--- src/rtl/regfile_wb_ctrl_pkg.sv ---
// Shared types and sizes for the register-file writeback controller.
package regfile_ctrl_pkg;

  localparam int REG_COUNT  = 32;
  localparam int REG_ADDR_W = 5;
  localparam int DATA_W     = 32;

  // Requester slots on the writeback arbiter.
  localparam int SRC_ALU = 0;
  localparam int SRC_MEM = 1;

  typedef enum logic {
    CLEAR = 1'b0,
    RUN   = 1'b1
  } state_t;

endpackage

--- src/rtl/regfile_wb_ctrl_arb.sv ---
// Two-requester round-robin arbiter for the register-file write port.
// Grant is combinational; the priority pointer moves only when a grant
// is issued, and a grant is only ever given to an active request.
module wb_rr_arb
  import regfile_ctrl_pkg::*;
(
  input  logic       clk,
  input  logic       rst_n,
  input  logic       en,
  input  logic [1:0] req,
  output logic [1:0] gnt
);

  // High when the mem requester wins a tie; mem is favoured out of reset.
  logic mem_pri;

  // Pick one requester: mem on a tie when it holds priority, else alu.
  always_comb begin
    gnt = 2'b00;
    if (en) begin
      if (req[SRC_MEM] && (mem_pri || !req[SRC_ALU])) begin
        gnt[SRC_MEM] = 1'b1;
      end else if (req[SRC_ALU]) begin
        gnt[SRC_ALU] = 1'b1;
      end
    end
  end

  // Hand priority to the other side after every transfer.
  always_ff @(posedge clk or negedge rst_n) begin
    if (!rst_n) begin
      mem_pri <= 1'b1;
    end else if (|gnt) begin
      mem_pri <= gnt[SRC_ALU];
    end
  end

endmodule

--- src/rtl/regfile_wb_ctrl.sv ---
// Register-file writeback controller: sweeps the register file to zero
// after reset, then arbitrates ALU and load writebacks onto the single
// write port and tracks per-register busy bits for decode hazard checks.
module regfile_wb_ctrl
  import regfile_ctrl_pkg::*;
#(
  parameter bit CLEAR_ON_RESET = 1'b1
) (
  input  logic                  clk,
  input  logic                  rst_n,
  input  logic                  alu_valid,
  input  logic [REG_ADDR_W-1:0] alu_wr,
  input  logic [DATA_W-1:0]     alu_wd,
  output logic                  alu_ready,
  input  logic                  mem_valid,
  input  logic [REG_ADDR_W-1:0] mem_wr,
  input  logic [DATA_W-1:0]     mem_wd,
  output logic                  mem_ready,
  output logic                  rf_wren,
  output logic [REG_ADDR_W-1:0] rf_wr,
  output logic [DATA_W-1:0]     rf_wd,
  input  logic                  rsv_valid,
  input  logic [REG_ADDR_W-1:0] rsv_reg,
  input  logic [REG_ADDR_W-1:0] chk_a,
  input  logic [REG_ADDR_W-1:0] chk_b,
  output logic                  hazard,
  output logic                  init_done
);

  state_t                  state;
  logic [REG_ADDR_W-1:0]   cnt;
  logic [REG_COUNT-1:0]    busy;
  logic [REG_COUNT-1:0]    busy_nxt;
  logic [1:0]              gnt;
  logic                    run;
  logic                    xfer;
  logic [REG_ADDR_W-1:0]   sel_wr;
  logic [DATA_W-1:0]       sel_wd;

  assign run = (state == RUN);

  wb_rr_arb u_arb (
    .clk   (clk),
    .rst_n (rst_n),
    .en    (run),
    .req   ({mem_valid, alu_valid}),
    .gnt   (gnt)
  );

  assign alu_ready = gnt[SRC_ALU];
  assign mem_ready = gnt[SRC_MEM];
  assign xfer      = |gnt;

  // Route the granted source onto the write path.
  always_comb begin
    sel_wr = alu_wr;
    sel_wd = alu_wd;
    if (gnt[SRC_MEM]) begin
      sel_wr = mem_wr;
      sel_wd = mem_wd;
    end
  end

  // Operands are reported busy for the whole sweep so decode stalls.
  assign hazard = !run || busy[chk_a] || busy[chk_b];

  // Next busy vector: writeback clears first so a same-cycle reservation wins.
  always_comb begin
    busy_nxt = busy;
    if (xfer && (sel_wr != '0)) begin
      busy_nxt[sel_wr] = 1'b0;
    end
    if (run && rsv_valid && (rsv_reg != '0)) begin
      busy_nxt[rsv_reg] = 1'b1;
    end
    busy_nxt[0] = 1'b0;
  end

  // Busy scoreboard.
  always_ff @(posedge clk or negedge rst_n) begin
    if (!rst_n) begin
      busy <= '0;
    end else begin
      busy <= busy_nxt;
    end
  end

  // Control FSM and registered write port. The sweep counter wraps from
  // 31 to 0, which marks the cycle that hands over to RUN.
  always_ff @(posedge clk or negedge rst_n) begin
    if (!rst_n) begin
      if (CLEAR_ON_RESET) begin
        state <= CLEAR;
      end else begin
        state <= RUN;
      end
      cnt       <= REG_ADDR_W'(1);
      rf_wren   <= 1'b0;
      rf_wr     <= '0;
      rf_wd     <= '0;
      init_done <= 1'b0;
    end else begin
      case (state)
        CLEAR: begin
          if (cnt != '0) begin
            rf_wren <= 1'b1;
            rf_wr   <= cnt;
            rf_wd   <= '0;
            cnt     <= cnt + REG_ADDR_W'(1);
          end else begin
            rf_wren   <= 1'b0;
            state     <= RUN;
            init_done <= 1'b1;
          end
        end
        RUN: begin
          init_done <= 1'b1;
          rf_wren   <= xfer && (sel_wr != '0);
          if (xfer) begin
            rf_wr <= sel_wr;
            rf_wd <= sel_wd;
          end
        end
        default: begin
          state <= CLEAR;
        end
      endcase
    end
  end

endmodule

--- config.mk ---
export PLATFORM = sky130hd
export DESIGN_NAME = regfile_wb_ctrl
export DESIGN_NICKNAME = d
export VERILOG_FILES = /design/src/rtl/regfile_wb_ctrl_pkg.sv /design/src/rtl/regfile_wb_ctrl_arb.sv /design/src/rtl/regfile_wb_ctrl.sv
export SDC_FILE = /design/constraint.sdc
export NUM_CORES = 1
export LEC_CHECK = 0
export BUFFER_PORTS_ARGS = -buffer_cell sky130_fd_sc_hd__buf_2
export CAP_MARGIN = 25
export CORE_MARGIN = 2
export CORE_UTILIZATION = 25
export DETAILED_ROUTE_END_ITERATION = 10
export GPL_ROUTABILITY_DRIVEN = 0
export SLEW_MARGIN = 20
export SYNTH_ARGS = -nofsm -noshare
export SYNTH_HDL_FRONTEND = slang
export SYNTH_SLANG_ARGS = --single-unit
--- constraint.sdc ---
create_clock -name clk -period 4.1 [get_ports clk]
set_input_delay 0.41 -clock clk [delete_from_list [all_inputs] [get_ports clk]]
set_output_delay 0.41 -clock clk [all_outputs]
set_load 0.05 [all_outputs]
==> impl_metrics.ini, run 1 <==
[outcome]
status = completed

[synth]
synthTopCellsByArea = dfrtp_1 44%, nor2_1 6.9%, a221oi_1 6.8%
ys.flop_type = dfrtp_1
netlist_instances = 417
post-synth-top-area-fraction_pct = 44.07
async_flop_share_pct = 100.0
syn_avg_cell_area_um2 = 10.21
synthTopCellsByCount = 78 x nor2_1, 75 x dfrtp_1, 33 x a221oi_1, 25 x o21ai_0
synth-edff-count = 0
post-synth-top-count-cell = nor2_1
synth_area_leader_cell = dfrtp_1
synth_nets = 513
yosys_warnings = 0
ys_types = 56
netlist_area_um2 = 4259
ys_seq_area_share_pct = 45.30
ys_ff_latch = 77

[timing]
slew_viol_final = 0
final.min_clock_period_ns = 2.740
rsz0062_at_grt = false
setup_tns_ns = 0
finalHoldViolations = 0
slew_headroom_pct = 44.09
setup_viol = 0
finalClockSkew_ns = 0.006165
max_freq_ghz = 0.3649
period_share_pct = 66.84
fin_hold_ws_ns = 0.01159
worst_slew_pin_slew_ns = 0.8379

[cts]
cts_resized = 0
clock_latency_ns = 0.34
cts_tree = done
cts_made_buffers = 9
ctsRootBufferMaster = clkbuf_16
cts_hold_buffers = 0
post_cts_buffers = 0
clk_path_buf_depth = 2
clock_sinks = 77
clk_pin_slew_ns = 0.06
htreeDepth = 3

[critical_path]
critPathLaunchType = register
slowest_delay_ns = 0.52
rr_startpoint = run
path_depth = 6
path_buf_inv = 1
worstPathArrival_ns = 2.33
crit_slowest_cell = mux4_2
required_ns = 3.69
rr_worst_depth = 5
critical_path.cell_chain = mux4_2 > o2111ai_2 > o41ai_1 > a2111oi_0 > nand4_1 > buf_2
crit_path_end_kind = primary output
timing.critical_path.from = busy[31]
crit_type = reg2out
path_max_fanout = 3
critPathTopFamily = compound AO/OA/AOI/OAI gates

[floorplan]
num_rows = 47
die-height_um = 134.5
io-pin-count = 136
die_area_um2 = 18100
initial_utilization_pct = 25.59
core_um2 = 16640
die_w_um = 134.5

[worst_hold_path]
hold_path_class = in2async

[drt]
vias = 3947
wl_per_cell_um = 16.98
drcViolationCount = 0
drt_iter0_drc = 329
postRouteAntennaNets = 0
wirelength_um = 12970
drt-pass1-iter-count = 4
routed_via_density = 5.166

[final_layout]
fin_nets = 634
layout-drive-gt1-share_pct = 33.89
multiInputGateArea_um2 = 2162
seq_area_um2 = 1929
finish.utilization_pct = 32.68
n_fill_cell = 1698
area_growth_pct = 27.70
fin_cells = 764

[placed_design]
dp_hpwl_um = 9817
place_inst = 746
portBuffers = 135

[global_routing]
grtUsageTotal_pct = 14.93
grt_max_degree = 78
grt_overflow_total = 0
antenna_found_initial = 1
grt_pass1_wl_um = 21220
grt_pass1_vias = 4033

[pwr]
p_leak_nw = 2.347
power_density_nw_per_um2 = 469.2
peakVddDrop_mv = 0.1908
p_total_w = 0.002552

[job]
drv_cap = 0
-- where the power goes --
| part | total (W) | leakage [nW] | switching [W] | internal, W |
|---|---|---|---|---|
| combinational | 0.000717 | 1.28 | 0.000441 | 0.000276 |
| sequential | 0.00102 | 0.920 | 0.000123 | 0.000900 |
| clock | 0.000812 | 0.150 | 0.000306 | 0.000506 |
-- through the flow --
step / area (um^2) / worst slack (ns)
2_1_floorplan: 4259 / 1.517
3_3_place_gp: 5110 / 1.514
3_5_place_dp: 5110 / 1.407
4_1_cts: 5414 / 1.320
5_1_grt: 5436 / 1.244
6_report: 5439 / 1.360
-- per-layer routing --
| metal | up-vias | part of all wire, % | track usage, % |
|---|---|---|---|
| li1 | 1859 | - | - |
| met1 | 1890 | 45 | 20.14 |
| met2 | 186 | 44 | 22.22 |
| met3 | 10 | 10 | 6.006 |
| met4 | 2 | 0.78 | 4.094 |
| met5 | - | 0.10 | 0 |
-- state kept, by name, summed over array words and instances (netlist names) --
name / cells
rf_wr: 5
rf_wren: 1
u_arb.mem_pri: 1
run: 1
init_done: 1
cnt: 5
busy: 31
rf_wd: 32
-- logic make-up after synthesis --
group	Yosys count	share of synthesized area [%]
AO/OA/AOI/OAI	117	21.65
XOR/XNOR	4	0.8225
adder cells (fa/ha/maj)	2	0.5875
buffers and inverters	40	4.289
flip-flops	77	45.30
multiplexers	23	9.900
AND/OR/NAND/NOR	154	17.45
-- layout make-up --
type | count | share of cell area, %
multi-input cells | 300 | 39.75
flip-flops and latches | 77 | 35.47
clock inverters | 3 | 0.8052
inverters | 10 | 0.6901
well taps | 220 | 5.061
diodes | 1 | 0.04601
clock buffers | 13 | 4.785
repair buffers | 140 | 13.39
-- worst paths after layout --
path	endpoint	slack, ns
max in group asynchronous	cnt[0]	3.45
min in group clk	rf_wd[8]	0.33
worst max-delay path	hazard	1.36
worst max register to register	busy[13]	1.65
worst min-delay path	rf_wd[14]	0.01
worst min register to register	init_done	0.47
-- layout by cell type, fill, tap and decap left out, types with 4 or more instances in the layout --
cell type	netlist	layout
buf_4	2	5
mux4_2	7	7
buf_2	8	134
dfrtp_1	75	75
and2_1	4	4
clkbuf_16	0	9
nand2_1	17	16
xnor2_1	4	4
nand4_1	14	14
mux4_1	6	6
mux2i_1	5	5
a221oi_1	33	33
o21ai_0	25	25
nor2_1	78	77
mux2_2	5	5
inv_1	8	8
o2bb2ai_1	15	15
o41ai_1	15	15
nand3_1	10	10
nand3b_1	5	5
or3_1	4	4
-- worst register-to-register path, stage by stage, from the launching register on --
cell and delay, ns:
dfrtp_1 0.35, inv_2 0.15, nor2_1 0.60, o2111ai_1 0.56, o41ai_1 0.47, o21ai_0 0.16
Power figures use the tool's default switching activity.
==> run 2: changes to the inputs <==
--- a/config.mk
+++ b/config.mk
@@ -5,6 +5,7 @@
 export SDC_FILE = /design/constraint.sdc
 export NUM_CORES = 1
 export LEC_CHECK = 0
+export ABC_AREA = 1
 export BUFFER_PORTS_ARGS = -buffer_cell sky130_fd_sc_hd__buf_2
 export CAP_MARGIN = 25
 export CORE_MARGIN = 2
==> constraint.sdc (replaced) <==
create_clock -name clk -period 2.3 [get_ports clk]
set_input_delay 0.23 -clock clk [delete_from_list [all_inputs] [get_ports clk]]
set_output_delay 0.23 -clock clk [all_outputs]
set_load 0.05 [all_outputs]
==> impl_metrics.ini, run 2 <==
[outcome]
status = completed

[drt]
drt-pass1-iter-count = 4
vias = 4668
drt_iter0_drc = 196
routed_via_density = 4.532
wl_per_cell_um = 13.51
postRouteAntennaNets = 0
drcViolationCount = 0
wirelength_um = 13920

[floorplan]
core_um2 = 17960
num_rows = 49
die_w_um = 139.2
die_area_um2 = 19390
die-height_um = 139.2
io-pin-count = 136
initial_utilization_pct = 25.45

[cts]
clk_pin_slew_ns = 0.06
ctsRootBufferMaster = clkbuf_16
clock_sinks = 77
clock_latency_ns = 0.34
clk_path_buf_depth = 2
post_cts_buffers = 0
htreeDepth = 3
cts_tree = done
cts_made_buffers = 9

[final_layout]
largest_reg_flops = 32
area_growth_pct = 27.72
reg_top3 = rf_wd x32, busy x31
most-common-layout-cells = 239 x nand2_1, 134 x buf_2, 87 x nand3_1
fin_nets = 891
final_common_cell = nand2_1
largest_register = rf_wd
layout-drive-gt1-share_pct = 23.00

[critical_path]
crit_path_end_kind = primary output
rr_startpoint = u_arb.mem_pri
reg2reg_slack_ns = 0.30
worstPathArrival_ns = 1.94
crit_slowest_cell = dfstp_2
path_max_fanout = 34
crit_type = reg2out
critPathLaunchType = register
rr_worst_depth = 11
slowest_delay_ns = 0.52
reg2reg_to = busy[7]
critical_path.cell_chain = inv_2 > nand2_2 > nand3_4 > clkinv_2 > buf_6 > buf_2
required_ns = 2.07

[synth]
post-synth-top-count-cell = nand2_1
synth-edff-count = 0
ys_ff_latch = 77
ys_seq_area_share_pct = 42.20
async_flop_share_pct = 100.0
ys.flop_type = dfrtp_1
synth_nets = 763
post-synth-top-area-fraction_pct = 41.05
netlist_area_um2 = 4572
synth_area_leader_cell = dfrtp_1
synthTopCellsByArea = dfrtp_1 41%, nand2_1 20%, nand3_1 9.5%
syn_avg_cell_area_um2 = 6.854
ys_types = 29
yosys_warnings = 0
synthTopCellsByCount = 239 x nand2_1, 87 x nand3_1, 78 x nor2_1, 75 x dfrtp_1, 56 x inv_1
netlist_instances = 667

[timing]
setup_tns_ns = 0
setup_viol = 0
finalHoldViolations = 0
worst_slew_pin_slew_ns = 0.6627
max_freq_ghz = 0.4599
period_share_pct = 94.55
slew_headroom_pct = 55.48
rsz0062_at_grt = false
final.min_clock_period_ns = 2.175
finalClockSkew_ns = 0.008416
slew_viol_final = 0
fin_hold_ws_ns = 0.1382

[pwr]
power_density_nw_per_um2 = 840.2
peakVddDrop_mv = 0.3998
p_total_w = 0.004906
p_leak_nw = 2.989

[job]
drv_cap = 0

[global_routing]
antenna_found_initial = 5
grt_pass1_wl_um = 22850
grtUsageTotal_pct = 14.63
grt_max_degree = 70
grt_pass1_vias = 4497
grt_overflow_total = 0

[worst_hold_path]
hold_depth = 3
hold_path_class = in2reg
hold_path_end = rf_wd[1]
worstHoldStart = mem_wd[1]

[placed_design]
portBuffers = 135
dp_hpwl_um = 10530
-- run 2: per-stage QoR --
step           cells  instance area [um^2]  setup slack (ns)  utilization, %
2_1_floorplan    667                  4572            0.3193               -
3_3_place_gp    1012                  5497            0.3687           30.60
3_5_place_dp    1012                  5497            0.3393           30.60
4_1_cts         1029                  5833           0.03116           32.47
5_1_grt         1029                  5837           0.01359           32.49
6_report        1030                  5839            0.1254           32.51
-- run 2: worst max-delay path by stage --
stage	endpoint	slack, ns	cells past startpoint	from
finish	mem_ready	0.13	6	u_arb.mem_pri
global route	mem_ready	0.01	6	u_arb.mem_pri
CTS	mem_ready	0.03	6	u_arb.mem_pri
detailed placement	busy[29]	0.34	11	u_arb.mem_pri
global placement	busy[4]	0.37	11	u_arb.mem_pri
floorplan	rf_wd[10]	0.32	8	u_arb.mem_pri
-- run 2: power breakdown --
| group | switching (W) | total [W] | leakage (nW) | internal [W] |
|---|---|---|---|---|
| clock network | 0.000582 | 0.00157 | 0.152 | 0.000984 |
| logic | 0.00108 | 0.00151 | 1.93 | 0.000428 |
| registers | 0.000195 | 0.00183 | 0.903 | 0.00164 |
| total | 0.00185 | 0.00491 | 2.99 | 0.00305 |
-- run 2: cell families after synthesis --
kind of cell,count (synthesis),synth area share [%]
compound gates,58,7.909
xor+xnor,4,0.7664
fa+ha+maj,2,0.5473
buf+inv,90,8.100
flops,77,42.20
simple gates,436,40.48
-- run 2: what timing repair did --
item / 4_1_cts / 5_1_grt
gates resized for setup: 0 / 1
setup endpoints to repair: 0 / 1
endpoints found under the hold margin: 47 / 0
hold buffers: 1 / 0
-- run 2: routing by layer --
metal	up-vias	routed length [um]	track usage, %
li1	2402	-	-
met1	2106	6267	18.79
met2	122	6495	23.40
met3	32	797	3.957
met4	6	318	5.848
met5	-	40	0
-- run 2: layout make-up --
cell class	instances	area, um^2
multi-input cells	500	2272
flip-flops and latches	77	1929
well taps	229	286.5
clock inverters	5	83.83
fillers	1952	12120
diodes	1	2.502
inverters	61	230.2
clock buffers	11	242.7
repair buffers	146	792.0
-- run 2: worst max-delay path: cells and delay by family, from the launching register on --
| kind | cells | cell delay, ns |
|---|---|---|
| buffers and inverters | 4 | 0.71 |
| flip-flops | 1 | 0.52 |
| AND/OR/NAND/NOR | 2 | 0.34 |
==> run 3: changes to the inputs <==
--- a/config.mk
+++ b/config.mk
@@ -8,10 +8,14 @@
 export ABC_AREA = 1
 export BUFFER_PORTS_ARGS = -buffer_cell sky130_fd_sc_hd__buf_2
 export CAP_MARGIN = 25
+export CELL_PAD_IN_SITES_DETAIL_PLACEMENT = 0
+export CELL_PAD_IN_SITES_GLOBAL_PLACEMENT = 2
 export CORE_MARGIN = 2
 export CORE_UTILIZATION = 25
 export DETAILED_ROUTE_END_ITERATION = 10
 export GPL_ROUTABILITY_DRIVEN = 0
+export MAX_ROUTING_LAYER = met4
+export PLACE_DENSITY_LB_ADDON = 0.1
 export SLEW_MARGIN = 20
 export SYNTH_ARGS = -nofsm -noshare
 export SYNTH_HDL_FRONTEND = slang
==> impl_metrics.ini, run 3 (same netlist as run 2, synthesis figures left out) <==
[drt]
postRouteAntennaNets = 0
drt-pass1-iter-count = 4
drcViolationCount = 0
wl_per_cell_um = 15.13
wirelength_um = 15600
drt_iter0_drc = 203
routed_via_density = 4.516
vias = 4656

[cts]
post_cts_buffers = 0
clock_sinks = 77
clk_path_buf_depth = 2
clk_pin_slew_ns = 0.06
htreeDepth = 3
cts_tree = done
cts_made_buffers = 9
ctsRootBufferMaster = clkbuf_16
clock_latency_ns = 0.34

[timing]
slew_viol_final = 0
setup_viol = 0
finalHoldViolations = 0
period_share_pct = 93.07
rsz0062_at_grt = false
slew_headroom_pct = 45.54
finalClockSkew_ns = 0.01000
final.min_clock_period_ns = 2.141
max_freq_ghz = 0.4672
fin_hold_ws_ns = 0.1401
setup_tns_ns = 0
worst_slew_pin_slew_ns = 0.8107

[global_routing]
grt_overflow_total = 0
grt_pass1_wl_um = 25360
grt_max_degree = 70
grt_pass1_vias = 4809
antenna_found_initial = 1
grtUsageTotal_pct = 17.08

[critical_path]
required_ns = 2.07
crit_type = reg2out
rr_startpoint = u_arb.mem_pri
reg2reg_to = busy[31]
critPathLaunchType = register
path_max_fanout = 34
worstPathArrival_ns = 1.91
crit_path_end_kind = primary output
rr_worst_depth = 11
reg2reg_slack_ns = 0.29

[final_layout]
area_growth_pct = 27.45
largest_reg_flops = 32
fin_nets = 892
reg_top3 = rf_wd x32, busy x31
layout-drive-gt1-share_pct = 23.10
n_fill_cell = 2033
largest_register = rf_wd
final_common_cell = nand2_1
most-common-layout-cells = 239 x nand2_1, 133 x buf_2, 87 x nand3_1

[pwr]
swShare_pct = 38.50
seqPwrFrac_pct = 37.8
p_leak_nw = 2.990
power.switching_w = 0.001875
power_density_nw_per_um2 = 836.0
comb_power_share_pct = 31.2
clkPwrFrac_pct = 31.0
peakVddDrop_mv = 0.3522
p_int_w = 0.002996

[placed_design]
portBuffers = 135
dp_hpwl_um = 11740

[floorplan]
initial_utilization_pct = 25.45
core_um2 = 17960
die_w_um = 139.2
die_area_um2 = 19390
num_rows = 49
die-height_um = 139.2
io-pin-count = 136

[worst_hold_path]
worstHoldStart = mem_wd[6]
hold_path_end = rf_wd[6]
hold_depth = 3
hold_path_class = in2reg

[job]
drv_cap = 0

[outcome]
status = completed
[run 3: layer usage]
metal	wire (um)	global-route usage, %
met2	6912	26.14
met3	790	3.304
met5	0	-
met4	241	5.635
met1	7657	22.78
[run 3: worst max-delay path, cell delays in order, from the launching register on]
cell,delay (ns)
dfstp_2,0.52
inv_2,0.03
nand2_2,0.14
nand3_4,0.20
clkinv_2,0.14
buf_8,0.23
clkbuf_4,0.29
[run 3: worst max path at each step]
stage / from / to / cells after the start
after CTS: u_arb.mem_pri / mem_ready / 6
after detailed placement: u_arb.mem_pri / busy[20] / 11
final: u_arb.mem_pri / mem_ready / 6
after global placement: u_arb.mem_pri / busy[20] / 11
after floorplan: u_arb.mem_pri / rf_wd[10] / 8
after global routing: u_arb.mem_pri / mem_ready / 6
[run 3: cell type report]
cell class | instances | area (um^2) | area share [%]
Timing Repair Buffer | 147 | 793.3 | 13.61
Clock inverter | 3 | 42.54 | 0.7301
Sequential cell | 77 | 1929 | 33.11
Clock buffer | 13 | 270.3 | 4.638
Inverter | 61 | 230.2 | 3.951
Tap cell | 229 | 286.5 | 4.917
Multi-Input combinational cell | 500 | 2272 | 39.00
Antenna cell | 1 | 2.502 | 0.04295
[run 3: what timing repair did]
item | CTS | global route
hold buffers | 1 | 0
hold endpoints to repair | 44 | 0
resized for setup | 1 | 2
setup endpoints to repair | 1 | 1
[run 3: power groups by stage]
stage	sequential (W)	combinational, W	clock (W)
floorplan	0.00221	0.000676	0
global placement	0.00186	0.00152	0
detailed placement	0.00186	0.00153	0
CTS	0.00184	0.00154	0.00156
global route	0.00188	0.00169	0.00162
finish	0.00184	0.00152	0.00151
[run 3: through the flow]
| step | instance area (um^2) | instances | power, W | utilization [%] | setup slack (ns) |
|---|---|---|---|---|---|
| after floorplan | 4572 | 667 | 0.002882 | - | 0.3193 |
| after global placement | 5492 | 1013 | 0.003380 | 30.57 | 0.3275 |
| after detailed placement | 5492 | 1013 | 0.003391 | 30.57 | 0.2924 |
| after CTS | 5818 | 1030 | 0.004937 | 32.39 | 0.07580 |
| after global routing | 5827 | 1031 | 0.005200 | 32.44 | 0.04423 |
| final | 5827 | 1031 | 0.004871 | 32.44 | 0.1595 |
